<file path="config.mk">
export PLATFORM = sky130hd
export DESIGN_NAME = dsp_mul_seq
export DESIGN_NICKNAME = d
export VERILOG_FILES = /design/src/rtl/dsp_mul_pkg.sv /design/src/rtl/dsp_mul_pp.sv /design/src/rtl/dsp_mul_seq.sv
export SDC_FILE = /design/constraint.sdc
export NUM_CORES = 1
export LEC_CHECK = 0
export CELL_PAD_IN_SITES_DETAIL_PLACEMENT = 0
export CELL_PAD_IN_SITES_GLOBAL_PLACEMENT = 1
export CORE_UTILIZATION = 35
export CTS_BUF_LIST = sky130_fd_sc_hd__clkbuf_8
export CTS_CLUSTER_SIZE = 24
export DETAILED_ROUTE_END_ITERATION = 10
export GPL_TIMING_DRIVEN = 0
export PLACE_DENSITY = 0.62
export SLEW_MARGIN = 20
export SYNTH_ARGS = -nofsm -noshare
export SYNTH_HDL_FRONTEND = slang
export SYNTH_HIERARCHICAL = 1
export SYNTH_SLANG_ARGS = --single-unit
</file>
<file path="constraint.sdc">
create_clock -name clk -period 14.4 [get_ports clk]
set_input_delay 2.16 -clock clk [delete_from_list [all_inputs] [get_ports clk]]
set_output_delay 2.16 -clock clk [all_outputs]
set_load 0.1 [all_outputs]
</file>
<file path="src/rtl/dsp_mul_pkg.sv">
// dsp_mul_pkg: op and state encodings shared by the multiplier and the decoder
package dsp_mul_pkg;
    typedef enum logic [1:0] {OP_MUL = 2'b00, OP_MULH = 2'b01, OP_MULHSU = 2'b10, OP_MULHU = 2'b11} op_t;
    typedef enum logic [1:0] {IDLE = 2'b00, ACCUM = 2'b01, FIX = 2'b10, DONE = 2'b11} state_t;
endpackage

</file>
<file path="src/rtl/dsp_mul_pp.sv">
// dsp_mul_pp: PART x PART unsigned combinational multiplier, maps to one DSP slice
module dsp_mul_pp #(
    parameter int PART = 16
) (
    input  logic [PART-1:0]   a,
    input  logic [PART-1:0]   b,
    output logic [2*PART-1:0] p
);
    assign p = (2*PART)'(a) * (2*PART)'(b);
endmodule

</file>
<file path="src/rtl/dsp_mul_seq.sv">
// dsp_mul_seq: sequential RISC-V M-extension multiplier iterating partial products through one DSP
module dsp_mul_seq
    import dsp_mul_pkg::*;
#(
    parameter int XLEN = 32,
    parameter int PART = 16
) (
    input  logic            clk,
    input  logic            reset,
    input  logic            in_valid,
    output logic            in_ready,
    input  logic [1:0]      in_op,
    input  logic [XLEN-1:0] in_a,
    input  logic [XLEN-1:0] in_b,
    input  logic            flush,
    output logic            out_valid,
    input  logic            out_ready,
    output logic [XLEN-1:0] out_result
);
    localparam int NSEG = XLEN / PART;
    localparam int NPP  = NSEG * NSEG;
    localparam int IW   = NPP > 1 ? $clog2(NPP) : 1;
    localparam int W2   = 2 * XLEN;
    state_t            state, state_n;
    op_t               op, op_in;
    logic [XLEN-1:0]   mag_a, mag_b, ma, mb;
    logic              neg, sa, sb;
    logic [W2-1:0]     acc, term;
    logic [IW-1:0]     idx;
    logic [PART-1:0]   pa, pb;
    logic [2*PART-1:0] pp;
    int                seg_i, seg_j;
    dsp_mul_pp #(.PART(PART)) u_pp (.a(pa), .b(pb), .p(pp));
    always_comb begin
        op_in = op_t'(in_op);
        sa    = (op_in == OP_MULH || op_in == OP_MULHSU) && in_a[XLEN-1];
        sb    = op_in == OP_MULH && in_b[XLEN-1];
        ma    = sa ? -in_a : in_a;
        mb    = sb ? -in_b : in_b;
        seg_i = int'(idx) / NSEG;
        seg_j = int'(idx) % NSEG;
        pa    = mag_a[seg_i*PART +: PART];
        pb    = mag_b[seg_j*PART +: PART];
        term  = W2'(pp) << ((seg_i + seg_j) * PART);
    end
    always_comb begin
        state_n = flush            ? IDLE :
                  state == IDLE    ? (in_valid ? ACCUM : IDLE) :
                  state == ACCUM   ? (idx == IW'(NPP-1) ? FIX : ACCUM) :
                  state == FIX     ? DONE :
                                     (out_ready ? IDLE : DONE);
    end
    always_ff @(posedge clk)
        state <= reset ? IDLE : state_n;
    always_ff @(posedge clk)
        if (reset) begin
            op    <= OP_MUL;
            mag_a <= '0;
            mag_b <= '0;
            neg   <= 1'b0;
            acc   <= '0;
            idx   <= '0;
        end else if (!flush) begin
            if (state == IDLE && in_valid) begin
                op    <= op_in;
                mag_a <= ma;
                mag_b <= mb;
                neg   <= sa ^ sb;
                acc   <= '0;
                idx   <= '0;
            end else if (state == ACCUM) begin
                acc <= acc + term;
                idx <= idx + IW'(1);
            end else if (state == FIX && neg) begin
                acc <= -acc;
            end
        end
    assign in_ready   = state == IDLE;
    assign out_valid  = state == DONE;
    assign out_result = op == OP_MUL ? acc[XLEN-1:0] : acc[W2-1:XLEN];
endmodule
</file>
==> out/qor.yml <==
fin_nets: 3348
antenna_found_initial: 0
cp.arrival_ns: 12.61
finalHoldViolations: 0
io_pins: 105
drt_wl_total_um: 89400
grt_pass1_wl_um: 133000
wire_per_inst_um: 24.1
synthCells: 2786
p_per_area_nw_per_um2: 75.0
crit_fanout: 10
start_util_pct: 35.7
worst_ep_required_time_ns: 14.80
rsz0062_at_grt: "no"
p_int_uw: 888
worst_path_most_repeated_cell: "fa_1"
setup_ws_ns: 2.19
netlist_area_um2: 21700
avgViaCountPerCell: 5.68
p_comb_share_pct: 54.9
power_frac_clock_pct: 19.9
swShare_pct: 50.9
synth_area_per_cell_um2: 7.79
synth_warnings: 6
cts-hold-fix-buffers: 0
dr.pass1.iters: 7
p_leak_uw: 0.0107
p_total_uw: 1810
ant_nets: 0
worstMarginPinSlew_ns: 1.15
cap_violations: 0
layoutNonFillerInstCount: 3705
outcome: "completed"
clk_pin_slew_ns: 0.10
drc_errors: 0
vias: 21000
relSlewSlack_pct: 23.1
syn_nets: 3225
die_w_um: 251
cp_slowest_cell: "or4_1"
io_buffers: 104
async_reset_ff_share_pct: 0
clockBufferDepth: 2
skew_ns: 0.0189
critPathKind: "flip-flop to flip-flop"
clk_latency_ns: 0.55
tns_ns: 0
synth_cell_types: 82
ys_seq_area_share_pct: 12.5
htree_levels: 4
finalMaxSlewViolations: 0
clock-sinks: 135
synth_area_leaders: "fa_1 (18%), dfxtp_1 (12%), ha_1 (10%)"
pre_cts_ws_ns: 2.32
place_congestion: 0.960
hpwl_um: 73400
area_growth_syn_to_layout_pct: 11.2
post_cts_buffers: 0
max_clock_freq_mhz: 81.9
ir_drop_mv: 0.0550
dpl.cell_count: 3672
setup_viol: 0
drtIter0Drc: 1448
cpPeakStageDelay_ns: 0.65
cts-root-buf: "clkbuf_8"
yosys.area.top_type: "fa_1"
post-route-min-period_ns: 12.21
final_cell_mix: "nand2_1 (298), inv_1 (262), nor2_1 (214)"
synth_seq_cells: 135
die_h_um: 251
cts_tree: "done"
drive_gt1_share_pct: 4.62
final.period_utilization_pct: 84.8
final_common_cell: "nand2_1"
synth_flop_cell: "dfxtp_1"
first_global_vias: 20900
track_usage_pct: 28.3
synth-edff-count: 0
fillerInstances: 6466
die_area_um2: 63000
switchingPower_uw: 923
cts_buffers: 17
cp-end-kind: "flip-flop"
grt_max_degree: 17
core_um2: 60800
overflow: 0
critPathLaunchType: "flip-flop"
cts_resized: 0
synth.top_cell.area_share_pct: 18.0
hp-class: "flip-flop to flip-flop"
fp-row-count: 90
pwr-share-seq_pct: 25.2
cell type report:
type	instances	area, um2	area share (%)
Buffer	151	579	2.40
Multi-Input combinational cell	2238	17400	72.2
Timing Repair Buffer	104	1040	4.31
Clock buffer	18	248	1.03
Sequential cell	135	2700	11.2
Tap cell	782	978	4.05
Clock inverter	14	164	0.679
Inverter	262	983	4.07
Antenna cell	1	2.50	0.0104
metrics by stage:
step / utilization, % / hold WS, ns / cell area, um2
2_1_floorplan: - / 0.429 / 21700
3_3_place_gp: 39.0 / 0.442 / 23700
3_5_place_dp: 39.0 / 0.447 / 23700
4_1_cts: 39.7 / 0.460 / 24100
5_1_grt: 39.7 / 0.485 / 24100
6_report: 39.7 / 0.456 / 24100
state kept, by name, summed over array words and instances, names as in the netlist:
signal	count
acc	64
mag_a	32
mag_b	32
idx	2
op	2
state	2
neg	1
critical path, delay by kind of cell, from the launching register on:
kind / cells / cell delay [ns]
fa+ha+maj: 8 / 3.78
compound gates: 10 / 2.32
flops: 1 / 0.39
simple gates: 6 / 1.80
xor+xnor: 1 / 0.33
buf+inv: 10 / 2.37
mux: 3 / 1.07
final timing paths:
check / slack [ns] / startpoint / to / cells after the start
setup / recovery: 2.19 / idx[1] / acc[55] / 38
hold / removal: 0.46 / mag_b[15] / mag_b[15] / 2
setup reg to reg: 2.19 / idx[1] / acc[55] / 38
hold reg to reg: 0.46 / mag_b[15] / mag_b[15] / 2
power groups by stage:
stage	clock (uW)	combinational, uW	sequential (uW)
2_1_floorplan	0	661	433
3_3_place_gp	0	977	463
3_5_place_dp	0	978	463
4_1_cts	368	984	454
5_1_grt	378	1080	458
6_report	360	994	457
synthesized netlist by cell type (all sizes together), types with 63 or more instances:
library cell / number
nand2: 299
inv: 262
nor2: 215
fa: 195
a21oi: 180
ha: 173
and2: 157
clkbuf: 139
dfxtp: 135
o21ai: 126
xnor2: 84
nor3: 74
a211oi: 67
a21o: 67
mux2: 63
layer usage:
metal  track usage (%)  share of wire, %  vias to the layer above
met5                 0                 0                        -
met4              12.1               4.2                        0
met3              2.97               5.3                      154
met2              47.3                47                      692
met1              36.9                44                    10300
li1                  -                 -                     9869
kinds of logic (layout without fill, tap and decap cells):
| kind of cell | Yosys count | count (layout) | share of synthesized area (%) |
|---|---|---|---|
| compound gates | 654 | 654 | 19.8 |
| xor+xnor | 142 | 142 | 5.73 |
| fa+ha+maj | 368 | 368 | 28.0 |
| buf+inv | 413 | 549 | 7.20 |
| flops | 135 | 135 | 12.5 |
| mux | 86 | 86 | 4.33 |
| other cells | 0 | 1 | 0 |
| simple gates | 988 | 988 | 22.5 |
No activity file was read; power rests on OpenSTA's default activity.
